`config.mk`:
```
export PLATFORM = sky130hd
export DESIGN_NAME = video_pattern_source_flat
export DESIGN_NICKNAME = d
export VERILOG_FILES = /design/src/rtl/vps_pkg.sv /design/src/rtl/vps_if.sv /design/src/rtl/vps_pattern_gen.sv /design/src/rtl/video_pattern_source.sv /design/src/flat_wrapper.sv
export SDC_FILE = /design/constraint.sdc
export NUM_CORES = 1
export LEC_CHECK = 0
export BUFFER_PORTS_ARGS = -buffer_cell sky130_fd_sc_hd__buf_2
export CORE_UTILIZATION = 55
export CTS_CLUSTER_DIAMETER = 100
export DETAILED_ROUTE_END_ITERATION = 10
export GPL_TIMING_DRIVEN = 0
export HOLD_SLACK_MARGIN = 0.1
export PLACE_DENSITY_LB_ADDON = 0.08
export SYNTH_ARGS = -nofsm -noshare
export SYNTH_HDL_FRONTEND = slang
export SYNTH_SLANG_ARGS = --single-unit
```
`constraint.sdc`:
```
create_clock -name clk -period 3.5 [get_ports clk]
set_clock_uncertainty 0.1 [all_clocks]
set_input_delay 0.35 -clock clk [delete_from_list [all_inputs] [get_ports clk]]
set_output_delay 0.35 -clock clk [all_outputs]
set_load 0.1 [all_outputs]
```
`src/rtl/vps_pkg.sv`:
```
// vps_pkg: shared types and constants for the video pattern source.
//   state_t  - frame sequencer states
//   mode_t   - test pattern selector
//   REG_*    - Avalon-MM word addresses of the configuration registers
//   HDR_*    - Avalon-ST video packet type identifiers
//   bar_colour() - colour bar lookup, bar 0 is leftmost
package vps_pkg;

  typedef enum logic [2:0] {
    ST_IDLE,
    ST_CTRL,
    ST_VHDR,
    ST_PIX,
    ST_GAP
  } state_t;

  typedef enum logic [1:0] {
    MODE_BARS  = 2'd0,
    MODE_GRAD  = 2'd1,
    MODE_SOLID = 2'd2,
    MODE_CHECK = 2'd3
  } mode_t;

  localparam logic [3:0] REG_ENABLE    = 4'd0;
  localparam logic [3:0] REG_MODE      = 4'd1;
  localparam logic [3:0] REG_COLOUR    = 4'd2;
  localparam logic [3:0] REG_FRAME_CNT = 4'd3;

  localparam logic [3:0] HDR_CTRL  = 4'hF;
  localparam logic [3:0] HDR_VIDEO = 4'h0;

  function automatic logic [23:0] bar_colour(input logic [2:0] idx);
    case (idx)
      3'd0:    return 24'hFFFFFF;
      3'd1:    return 24'hFFFF00;
      3'd2:    return 24'h00FFFF;
      3'd3:    return 24'h00FF00;
      3'd4:    return 24'hFF00FF;
      3'd5:    return 24'hFF0000;
      3'd6:    return 24'h0000FF;
      default: return 24'h000000;
    endcase
  endfunction

endpackage

```
`src/rtl/vps_if.sv`:
```
// Bus interfaces of the video pattern source.
//   vps_st_if : Avalon-ST video stream (ready latency 0)
//     source_data[23:0], source_valid, source_sop, source_eop : source -> sink
//     source_ready                                             : sink -> source
//     modports: src (pattern source side), snk (downstream side)
//   vps_mm_if : Avalon-MM configuration slave bus
//     s_chipselect, s_read, s_write, s_address[3:0], s_writedata[31:0] : master -> slave
//     s_readdata[31:0] (registered, 1-cycle latency)                  : slave -> master
//     modports: master, slave
interface vps_st_if;
  logic [23:0] source_data;
  logic        source_valid;
  logic        source_ready;
  logic        source_sop;
  logic        source_eop;

  modport src (output source_data, source_valid, source_sop, source_eop,
               input  source_ready);
  modport snk (input  source_data, source_valid, source_sop, source_eop,
               output source_ready);
endinterface

interface vps_mm_if;
  logic        s_chipselect;
  logic        s_read;
  logic        s_write;
  logic [3:0]  s_address;
  logic [31:0] s_writedata;
  logic [31:0] s_readdata;

  modport master (output s_chipselect, s_read, s_write, s_address, s_writedata,
                  input  s_readdata);
  modport slave  (input  s_chipselect, s_read, s_write, s_address, s_writedata,
                  output s_readdata);
endinterface

```
`src/rtl/vps_pattern_gen.sv`:
```
// vps_pattern_gen: combinational test pattern generator.
//   x_i, y_i  [11:0] current pixel position
//   mode_i           pattern select (bars / gradient / solid / checker)
//   colour_i  [23:0] solid colour
//   pixel_o   [23:0] {R,G,B}
// Build option VPS_CROSSHAIR_EN: when defined, the centre column and centre
// row are painted red over every pattern (adds the IMG_H parameter).
module vps_pattern_gen
  import vps_pkg::*;
#(
  parameter int IMG_W = 640
`ifdef VPS_CROSSHAIR_EN
  , parameter int IMG_H = 480
`endif
) (
  input  logic [11:0] x_i,
  input  logic [11:0] y_i,
  input  mode_t       mode_i,
  input  logic [23:0] colour_i,
  output logic [23:0] pixel_o
);

  // Narrow images still get one-pixel bars instead of a divide by zero.
  localparam int         BAR_W   = (IMG_W / 8 > 0) ? IMG_W / 8 : 1;
  localparam logic [11:0] BAR_DIV = 12'(BAR_W);
`ifdef VPS_CROSSHAIR_EN
  localparam logic [11:0] CROSS_X = 12'(IMG_W / 2);
  localparam logic [11:0] CROSS_Y = 12'(IMG_H / 2);
`endif

  logic [11:0] bar_idx;
  logic        unused_y;

  assign unused_y = ^y_i;

  always_comb begin
    bar_idx = x_i / BAR_DIV;
    pixel_o = 24'h000000;
    case (mode_i)
      // Last bar absorbs the remainder when IMG_W is not a multiple of 8.
      MODE_BARS:  pixel_o = bar_colour((bar_idx > 12'd7) ? 3'd7 : bar_idx[2:0]);
      MODE_GRAD:  pixel_o = {3{x_i[7:0]}};
      MODE_SOLID: pixel_o = colour_i;
      MODE_CHECK: pixel_o = (x_i[3] ^ y_i[3]) ? 24'hFFFFFF : 24'h000000;
      default:    pixel_o = 24'h000000;
    endcase
`ifdef VPS_CROSSHAIR_EN
    if (x_i == CROSS_X || y_i == CROSS_Y) pixel_o = 24'hFF0000;
`endif
  end

endmodule

```
`src/rtl/video_pattern_source.sv`:
```
// video_pattern_source: Avalon-ST video transmitter producing test patterns.
//   clk      system clock
//   reset_n  asynchronous active-low reset
//   st_if    Avalon-ST source: control packet, video packet (24b RGB)
//   mm_if    Avalon-MM slave: 0 ENABLE, 1 MODE, 2 COLOUR, 3 FRAME_CNT (ro)
// Build option VPS_CROSSHAIR_EN: red crosshair overlay (see vps_pattern_gen).
//
// state | meaning
// IDLE  | no output, waiting for ENABLE
// CTRL  | 4-beat control packet carrying width/height/interlace nibbles
// VHDR  | video packet header beat (sop)
// PIX   | IMG_W*IMG_H pixels in raster order, eop on the last
// GAP   | FRAME_GAP idle cycles, then next frame or IDLE
module video_pattern_source
  import vps_pkg::*;
#(
  parameter int IMG_W     = 640,
  parameter int IMG_H     = 480,
  parameter int FRAME_GAP = 16   // must be >= 1
) (
  input  logic     clk,
  input  logic     reset_n,
  vps_st_if.src    st_if,
  vps_mm_if.slave  mm_if
);

  localparam logic [15:0] W16      = 16'(IMG_W);
  localparam logic [15:0] H16      = 16'(IMG_H);
  localparam logic [11:0] X_LAST   = 12'(IMG_W - 1);
  localparam logic [11:0] Y_LAST   = 12'(IMG_H - 1);
  localparam logic [15:0] GAP_LOAD = 16'(FRAME_GAP - 1);

  // configuration registers
  logic        enable_q;
  mode_t       mode_q;
  logic [23:0] colour_q;
  logic [31:0] frame_cnt_q;
  logic [31:0] readdata_q;
  logic [31:0] rd_mux;
  logic        mm_rd, mm_wr;
  logic        unused_wdata;

  // sequencer
  state_t      state_q, state_d;
  logic [1:0]  beat_q, beat_d;
  logic [11:0] x_q, x_d;
  logic [11:0] y_q, y_d;
  logic [15:0] gap_q, gap_d;
  mode_t       mode_sh_q, mode_sh_d;
  logic [23:0] colour_sh_q, colour_sh_d;
  logic        frame_done;

  // output register and next beat
  logic        valid_q, sop_q, eop_q;
  logic [23:0] data_q;
  logic        gen_valid, gen_sop, gen_eop;
  logic [23:0] gen_data;
  logic        load;
  logic [23:0] pixel;

  // A read in the same cycle as a write wins; the write is dropped.
  assign mm_rd        = mm_if.s_chipselect && mm_if.s_read;
  assign mm_wr        = mm_if.s_chipselect && mm_if.s_write && !mm_if.s_read;
  assign unused_wdata = ^mm_if.s_writedata[31:24];

  always_comb begin
    case (mm_if.s_address)
      REG_ENABLE:    rd_mux = {31'd0, enable_q};
      REG_MODE:      rd_mux = {30'd0, mode_q};
      REG_COLOUR:    rd_mux = {8'd0, colour_q};
      REG_FRAME_CNT: rd_mux = frame_cnt_q;
      default:       rd_mux = 32'd0;
    endcase
  end

  always_ff @(posedge clk or negedge reset_n) begin
    if (!reset_n) begin
      enable_q    <= 1'b0;
      mode_q      <= MODE_BARS;
      colour_q    <= 24'd0;
      frame_cnt_q <= 32'd0;
      readdata_q  <= 32'd0;
    end else begin
      if (mm_wr) begin
        case (mm_if.s_address)
          REG_ENABLE: enable_q <= mm_if.s_writedata[0];
          REG_MODE:   mode_q   <= mode_t'(mm_if.s_writedata[1:0]);
          REG_COLOUR: colour_q <= mm_if.s_writedata[23:0];
          default:    ;
        endcase
      end
      if (mm_rd) readdata_q <= rd_mux;
      if (frame_done) frame_cnt_q <= frame_cnt_q + 32'd1;
    end
  end

  assign mm_if.s_readdata = readdata_q;

  vps_pattern_gen #(
    .IMG_W (IMG_W)
`ifdef VPS_CROSSHAIR_EN
    , .IMG_H (IMG_H)
`endif
  ) u_pattern_gen (
    .x_i      (x_q),
    .y_i      (y_q),
    .mode_i   (mode_sh_q),
    .colour_i (colour_sh_q),
    .pixel_o  (pixel)
  );

  // The FSM describes the beat that would be loaded next; it only advances
  // when the output register accepts that beat.
  assign load = !valid_q || st_if.source_ready;

  always_comb begin
    state_d     = state_q;
    beat_d      = beat_q;
    x_d         = x_q;
    y_d         = y_q;
    gap_d       = gap_q;
    mode_sh_d   = mode_sh_q;
    colour_sh_d = colour_sh_q;
    frame_done  = 1'b0;
    gen_valid   = 1'b0;
    gen_sop     = 1'b0;
    gen_eop     = 1'b0;
    gen_data    = 24'd0;

    case (state_q)
      ST_IDLE: begin
        if (enable_q) begin
          state_d     = ST_CTRL;
          beat_d      = 2'd0;
          mode_sh_d   = mode_q;
          colour_sh_d = colour_q;
        end
      end
      ST_CTRL: begin
        gen_valid = 1'b1;
        case (beat_q)
          2'd0: begin
            gen_data = {20'd0, HDR_CTRL};
            gen_sop  = 1'b1;
          end
          2'd1: gen_data = {4'd0, W16[7:4], 4'd0, W16[11:8], 4'd0, W16[15:12]};
          2'd2: gen_data = {4'd0, H16[11:8], 4'd0, H16[15:12], 4'd0, W16[3:0]};
          default: begin
            gen_data = {4'd0, 4'h3, 4'd0, H16[3:0], 4'd0, H16[7:4]};
            gen_eop  = 1'b1;
          end
        endcase
        if (load) begin
          beat_d = beat_q + 2'd1;
          if (beat_q == 2'd3) state_d = ST_VHDR;
        end
      end
      ST_VHDR: begin
        gen_valid = 1'b1;
        gen_sop   = 1'b1;
        gen_data  = {20'd0, HDR_VIDEO};
        if (load) begin
          state_d = ST_PIX;
          x_d     = 12'd0;
          y_d     = 12'd0;
        end
      end
      ST_PIX: begin
        gen_valid = 1'b1;
        gen_data  = pixel;
        gen_eop   = (x_q == X_LAST) && (y_q == Y_LAST);
        if (load) begin
          if (x_q == X_LAST) begin
            x_d = 12'd0;
            y_d = y_q + 12'd1;
            if (y_q == Y_LAST) begin
              y_d        = 12'd0;
              state_d    = ST_GAP;
              gap_d      = GAP_LOAD;
              frame_done = 1'b1;
            end
          end else begin
            x_d = x_q + 12'd1;
          end
        end
      end
      ST_GAP: begin
        if (load) begin
          if (gap_q == 16'd0) begin
            if (enable_q) begin
              state_d     = ST_CTRL;
              beat_d      = 2'd0;
              mode_sh_d   = mode_q;
              colour_sh_d = colour_q;
            end else begin
              state_d = ST_IDLE;
            end
          end else begin
            gap_d = gap_q - 16'd1;
          end
        end
      end
      default: state_d = ST_IDLE;
    endcase
  end

  always_ff @(posedge clk or negedge reset_n) begin
    if (!reset_n) begin
      state_q     <= ST_IDLE;
      beat_q      <= 2'd0;
      x_q         <= 12'd0;
      y_q         <= 12'd0;
      gap_q       <= 16'd0;
      mode_sh_q   <= MODE_BARS;
      colour_sh_q <= 24'd0;
      valid_q     <= 1'b0;
      sop_q       <= 1'b0;
      eop_q       <= 1'b0;
      data_q      <= 24'd0;
    end else begin
      state_q     <= state_d;
      beat_q      <= beat_d;
      x_q         <= x_d;
      y_q         <= y_d;
      gap_q       <= gap_d;
      mode_sh_q   <= mode_sh_d;
      colour_sh_q <= colour_sh_d;
      if (load) begin
        valid_q <= gen_valid;
        sop_q   <= gen_sop;
        eop_q   <= gen_eop;
        data_q  <= gen_data;
      end
    end
  end

  assign st_if.source_valid = valid_q;
  assign st_if.source_sop   = sop_q;
  assign st_if.source_eop   = eop_q;
  assign st_if.source_data  = data_q;

endmodule

```
`src/flat_wrapper.sv`:
```
// flat-port wrapper written by rule: the top's interface ports become plain ports
module video_pattern_source_flat import vps_pkg::*;
#(
  parameter int IMG_W     = 640,
  parameter int IMG_H     = 480,
  parameter int FRAME_GAP = 16                  
)
  (clk, reset_n, st_if_source_data, st_if_source_valid, st_if_source_sop, st_if_source_eop, st_if_source_ready, mm_if_s_chipselect, mm_if_s_read, mm_if_s_write, mm_if_s_address, mm_if_s_writedata, mm_if_s_readdata);
  vps_st_if st_if_i ();
  vps_mm_if mm_if_i ();
  input  logic clk;
  input  logic reset_n;
  output wire logic [$bits(st_if_i.source_data)-1:0] st_if_source_data;
  output wire logic [$bits(st_if_i.source_valid)-1:0] st_if_source_valid;
  output wire logic [$bits(st_if_i.source_sop)-1:0] st_if_source_sop;
  output wire logic [$bits(st_if_i.source_eop)-1:0] st_if_source_eop;
  input wire logic [$bits(st_if_i.source_ready)-1:0] st_if_source_ready;
  input wire logic [$bits(mm_if_i.s_chipselect)-1:0] mm_if_s_chipselect;
  input wire logic [$bits(mm_if_i.s_read)-1:0] mm_if_s_read;
  input wire logic [$bits(mm_if_i.s_write)-1:0] mm_if_s_write;
  input wire logic [$bits(mm_if_i.s_address)-1:0] mm_if_s_address;
  input wire logic [$bits(mm_if_i.s_writedata)-1:0] mm_if_s_writedata;
  output wire logic [$bits(mm_if_i.s_readdata)-1:0] mm_if_s_readdata;
  assign st_if_source_data = st_if_i.source_data;
  assign st_if_source_valid = st_if_i.source_valid;
  assign st_if_source_sop = st_if_i.source_sop;
  assign st_if_source_eop = st_if_i.source_eop;
  assign st_if_i.source_ready = st_if_source_ready;
  assign mm_if_i.s_chipselect = mm_if_s_chipselect;
  assign mm_if_i.s_read = mm_if_s_read;
  assign mm_if_i.s_write = mm_if_s_write;
  assign mm_if_i.s_address = mm_if_s_address;
  assign mm_if_i.s_writedata = mm_if_s_writedata;
  assign mm_if_s_readdata = mm_if_i.s_readdata;
  video_pattern_source #(.IMG_W(IMG_W), .IMG_H(IMG_H), .FRAME_GAP(FRAME_GAP)) u_core (.clk(clk), .reset_n(reset_n), .st_if(st_if_i), .mm_if(mm_if_i));
endmodule
```
* Word-level counts from Yosys, hierarchy flattened *
Cells that the tools add are included.

cells by class
  multipliers = 0
  shift operators = 0
  divide/modulo/power cells = 1
  reduce and logical (&&, ||, !) cells = 28
  magnitude comparators = 1
  $add $sub $neg = 5
  muxes and demuxes = 54
  eq/ne operators = 31
  bitwise gates (word level) = 1

operator list
  cell                   number
  $pmux 24 s7            1
  $pmux 32 s4            1
  $mux 24                4
  $pmux 24 s2            2
  $pmux 24 s4            1
  $mux 16                5
  $mux 12                6
  $pmux 20 s3            1
  $pmux 12 s2            2
  $add 32x1->32 const B  1
  $pmux 16 s2            1
  $mux 3                 10
  $add 12x1->12 const B  2
  $ne 2x1->1 const B     9
  $logic_not 16->1       1
  $sub 16x1->16 const B  1
  $pmux 3 s5             1
  $mux 2                 7
  $div 12x7->12 const B  1
  $eq 12x10->1 const B   1
  $eq 12x9->1 const B    1
  $eq 3x2->1 const B     4
  $eq 3x3->1 const B     4
  $gt 12x3->1 const B    1
  26 further kinds       53

word-level totals
  bits in read-only memories = 0
  register bits after elaboration = 189
  bits of input ports = 42
  RAM bits = 0
  memories = 0
  logic and storage cells = 137
  output and inout port bits = 59
  bits in latches = 0

* Depth between registers and ports, before layout *
  word-level depth = 7
  gate-level depth with buffers = 11
  depth with buffers taken out = 9

* Modules after synthesis *
A second synthesis with hierarchy kept.

second synthesis, totals
  cell total of the unflattened synthesis = 963
  area, all modules = 9,679.3 um^2

modules (own cells, without submodules)
  module                cells an instance  times used  seq. area each (um^2)  area each (um^2)
  video_pattern_source  813                1           4,729.5                8,640.8
  vps_pattern_gen       150                1           0.0                    1,038.5

* Worst setup path after synthesis *
Ideal clock, no wire load.

  kind = reg-to-reg
  start point = reg u_core.valid_q (netlist: u_core.st_if.source_valid)
  end point = reg u_core.colour_sh_q[10]
  path slack = 0.652 ns
  data required time = 3.275 ns
  buffers on the path = 3
  library setup time = 0.125 ns
  stages on the path, launching flop included = 10
  arrival time = 2.623 ns
  clock period less this slack = 2.848 ns
  path through = dfrtp_1 > nor2b_1 > clkbuf_1 > nor2_1 > a2111oi_0 > a21oi_2 > and3_1 > buf_6 > buf_6 > mux2_2

on the way
  cells in the longest elaborated chain, start to end = 4

RTL lines
  what                        RTL line                     RTL
  from (decl)                 video_pattern_source.sv:54   logic valid_q, sop_q, eop_q;
  from (signal assigned)      video_pattern_source.sv:229  valid_q <= gen_valid;
  $logic_not 1->1             video_pattern_source.sv:114  assign load = !valid_q || st_if.source_ready;
  $logic_or 1x1->1            video_pattern_source.sv:114
  $ne 2x1->1 (no line)        --
  $reduce_and 3->1 (no line)  --
  to (signal assigned)        video_pattern_source.sv:227  colour_sh_q <= colour_sh_d;
  to (decl)                   video_pattern_source.sv:50   logic [23:0] colour_sh_q, colour_sh_d;

Every way passes these cells.
A chain may end at the register's enable or synchronous reset.

* Final worst setup path *
  start point = reg u_core.x_q[11]
  end point = reg u_core.frame_cnt_q[28]

on the way
  cells in the longest elaborated chain, start to end = 4

RTL lines
  what                    RTL line                     RTL
  from (decl)             video_pattern_source.sv:46   logic [11:0] x_q, x_d;
  from (signal assigned)  video_pattern_source.sv:211  x_q <= 12'd0;
  from (signal assigned)  video_pattern_source.sv:223  x_q <= x_d;
  $eq 12x10->1            video_pattern_source.sv:173  if (x_q == X_LAST) begin
  $mux 1                  video_pattern_source.sv:173
  $mux 1                  video_pattern_source.sv:172  if (load) begin
  $mux 1                  video_pattern_source.sv:130  case (state_q)
  to (signal assigned)    video_pattern_source.sv:93   if (frame_done) frame_cnt_q <= frame_cnt_q + 32'd1;
  to (decl)               video_pattern_source.sv:37   logic [31:0] frame_cnt_q;

Every way passes these cells.

==> reports/metrics.yaml <==
status: "finished clean"
critical_path_class: "register to register"
rsz0062_at_grt: "false"
worstReg2RegStart: "u_core.x_q[11]"
fin_util: 0.665
tightestPinTransition_ns: 1.15
relSlewSlack: 0.226
cp.depth: 8
final.period_utilization: 0.888
crit_slowest_cell: "nor2_1"
yosysWarnings: 0
first_pass_iters: 4
cpPeakStageDelay_ns: 0.62
ir_drop_mv: 0.628
wl_per_cell_um: 17.8
die-height_um: 130
path_max_fanout: 9
final_area_mm2: 0.0106
initialDrtViolationCount: 616
r2r_end: "u_core.frame_cnt_q[28]"
netlist_area_mm2: 0.00902
cts.clk_slew.worst_paths_ns: 0.08
postRouteAntennaNets: 0
cts_tree: "done"
period_needed_ns: 3.11
synth_edf_count: 0
via_per_inst: 5.76
insertion_delay_ns: 0.44
reg2reg_depth: 8
place_congestion: 0.847
clock.fmax_mhz: 322
crit_arrival_ns: 3.34
final_hold_viol_count: 0
maxCapViolations: 0
die_area_mm2: 0.0169
cts_made_buffers: 17
p_per_area_mw_per_mm2: 701
antenna_found_initial: 1
drc: 0
timing.final.ws_setup_ns: 0.391
vias: 7215
ys_seq_area_frac: 0.524
start_util: 0.566
syn_inst: 887
syn_to_final_growth_pct: 17.5
row_count: 46
critPathLaunchType: "register"
ios: 101
end_kind: "register"
fin_nets: 1074
async_reset_ff_frac: 1.00
synth_area_leaders: "dfrtp_1, mux2_2, o21ai_0"
grt.overflow.total: 0
syn_avg_cell_area_um2: 10.2
synth_cell_types: 62
grt_pass1_vias: 6902
clock_sinks: 189
critPathRequiredTime_ns: 3.73
grt_max_degree: 99
grtUsageTotal: 0.285
cts-root-buf: "clkbuf_16"
cts_max_level: 4
crit_start: "u_core.x_q[11]"
ys_seq_elements: 189
finalMaxSlewViolations: 0
p_leak_nw: 4.95
die_w_um: 130
cp-endpoint: "u_core.frame_cnt_q[28]"
fillCellCount: 1291
placed_area_mm2: 0.00978
crit_path_cell_trace: "buf_2, nor4b_1, a41o_1, and2_2, nand4_1, nor2_1, nand4_1, xnor2_1"
postCtsSetupBuffers: 0
synth_top_area_frac: 0.524
pre_cts_slack_ns: 0.395
cts_buffer_depth: 2
port_buffers: 91
synth_top_cell_by_area: "dfrtp_1"
r2r_slack_ns: 0.39
path_common_cell: "nand4_1"
fin_tns_setup_ns: 0
critical-path-top-delay-family: "simple AND/OR/NAND/NOR gates"
synth_fp_nets: 938
setup_viol: 0
ys.flop_type: "dfrtp_1"
hpwl_um: 15700
cp_num_buf_inv: 1
layout-drive-gt1-share: 0.196
design.core.area_mm2: 0.0159
hold_class: "input pin to register"
routed_wl_um: 22400
grt_pass1_wl_um: 36300
-- cell type report --
type | instances | area, um2 | area share
multi-input combinational | 622 | 3950 | 0.373
sequential | 189 | 4730 | 0.446
clock inverter | 14 | 125 | 0.0118
timing repair buffer | 117 | 743 | 0.0701
antenna | 1 | 2.50 | 0.000236
tap | 216 | 270 | 0.0255
clock buffer | 18 | 439 | 0.0414
inverter | 24 | 90.1 | 0.00850
buffer | 52 | 245 | 0.0231
-- timing repair --
action	CTS	global route
hold endpoints to repair	118	0
gates resized for setup	0	0
hold buffers	25	0
-- through the flow --
step	std cells	total power, mW	hold WS, ns
detailed placement	1195	5.55	0.322
global route	1253	7.82	0.224
global placement	1194	5.51	0.348
floorplan	887	4.88	-0.0456
CTS	1252	7.45	0.193
finish	1253	7.43	0.204
-- flip-flops by register name, summed over array words and instances (netlist names), 3 cells and up --
register,cells
u_core.mm_if.s_readdata,32
u_core.x_q,12
u_core.st_if.source_data,24
u_core.colour_sh_q,24
u_core.colour_q,24
u_core.gap_q,16
u_core.frame_cnt_q,32
u_core.state_q,3
u_core.y_q,12
-- worst min-delay path by stage --
stage / slack, ns / endpoint / startpoint / depth (start not counted)
floorplan: -0.05 / u_core.beat_q[0] / reset_n / 0
global placement: 0.35 / u_core.st_if.source_data[8] / u_core.st_if.source_data[8] / 2
detailed placement: 0.32 / u_core.gap_q[11] / reset_n / 1
CTS: 0.19 / u_core.mm_if.s_readdata[1] / mm_if_s_address[1] / 3
global route: 0.22 / u_core.mm_if.s_readdata[1] / mm_if_s_address[1] / 3
finish: 0.20 / u_core.mm_if.s_readdata[1] / mm_if_s_address[1] / 3
-- synth_stat cells (all sizes together), types with 6 or more instances --
cell type and count:
nor3 11, or3 6, nor2b 9, nand2 103, nand2b 13, and2 7
a22oi 28, xnor2 31, nor2 53, inv 24, or2 6, xor2 12
dfrtp 189, nand3 27, and3 20, a21oi 28, o21ai 98, ha 9
nor4 6, nand4 6, a22o 15, mux2 48, o31ai 9, buf 17
a31oi 14, clkbuf 35
-- worst reg2reg max path, stage by stage (launching register included) --
cell	delay [ns]
dfrtp_1	0.36
buf_2	0.17
nor4b_1	0.47
a41o_1	0.40
and2_2	0.25
nand4_1	0.28
nor2_1	0.62
nand4_1	0.20
xnor2_1	0.17
-- power breakdown --
part	switching, mW	internal [mW]
clock	0.914	0.955
sequential	0.322	2.57
combinational	1.93	0.741
total	3.17	4.26
-- cells by family after synthesis --
kind of cell | count (synthesis) | synth area share
muxes | 49 | 0.0629
and+or+nand+nor | 286 | 0.156
buffers and inverters | 76 | 0.0372
adders and majority gates | 10 | 0.0137
DFF | 189 | 0.524
AOI/OAI and AO/OA | 234 | 0.164
xor gates and xnor gates | 43 | 0.0418
-- metal layers --
layer	part of all wire	vias to the layer above	global-route usage	wire length [um]
li1	-	3436	-	-
met1	0.46	3533	0.398	10300
met2	0.47	210	0.442	10600
met3	0.044	36	0.0549	992
met4	0.024	0	0.108	527
met5	0	-	0	0
-- cell usage in the layout, fill, tap and decap left out, drive strengths merged, types with 5 or more instances in the layout --
| cell type | instances |
|---|---|
| buf | 109 |
| ha | 9 |
| o211ai | 5 |
| and3 | 20 |
| xnor2 | 31 |
| o21a | 5 |
| nor2b | 9 |
| inv | 30 |
| nor4 | 6 |
| clkbuf | 53 |
| or3 | 6 |
| nand4 | 6 |
| nand2b | 13 |
| nand3 | 27 |
| nand2 | 103 |
| mux2 | 48 |
| nor2 | 53 |
| and2 | 7 |
| dlygate4sd3 | 25 |
| or2 | 6 |
| a21oi | 28 |
| o31ai | 9 |
| a22oi | 28 |
| nor3 | 11 |
| xor2 | 12 |
| dfrtp | 189 |
| nor3b | 5 |
| a22o | 15 |
| clkinv | 6 |
| o21ai | 98 |
| a21o | 5 |
| nor4b | 5 |
| a31oi | 14 |
| o22ai | 5 |
Note: power is estimated with default switching activity, not from simulation.
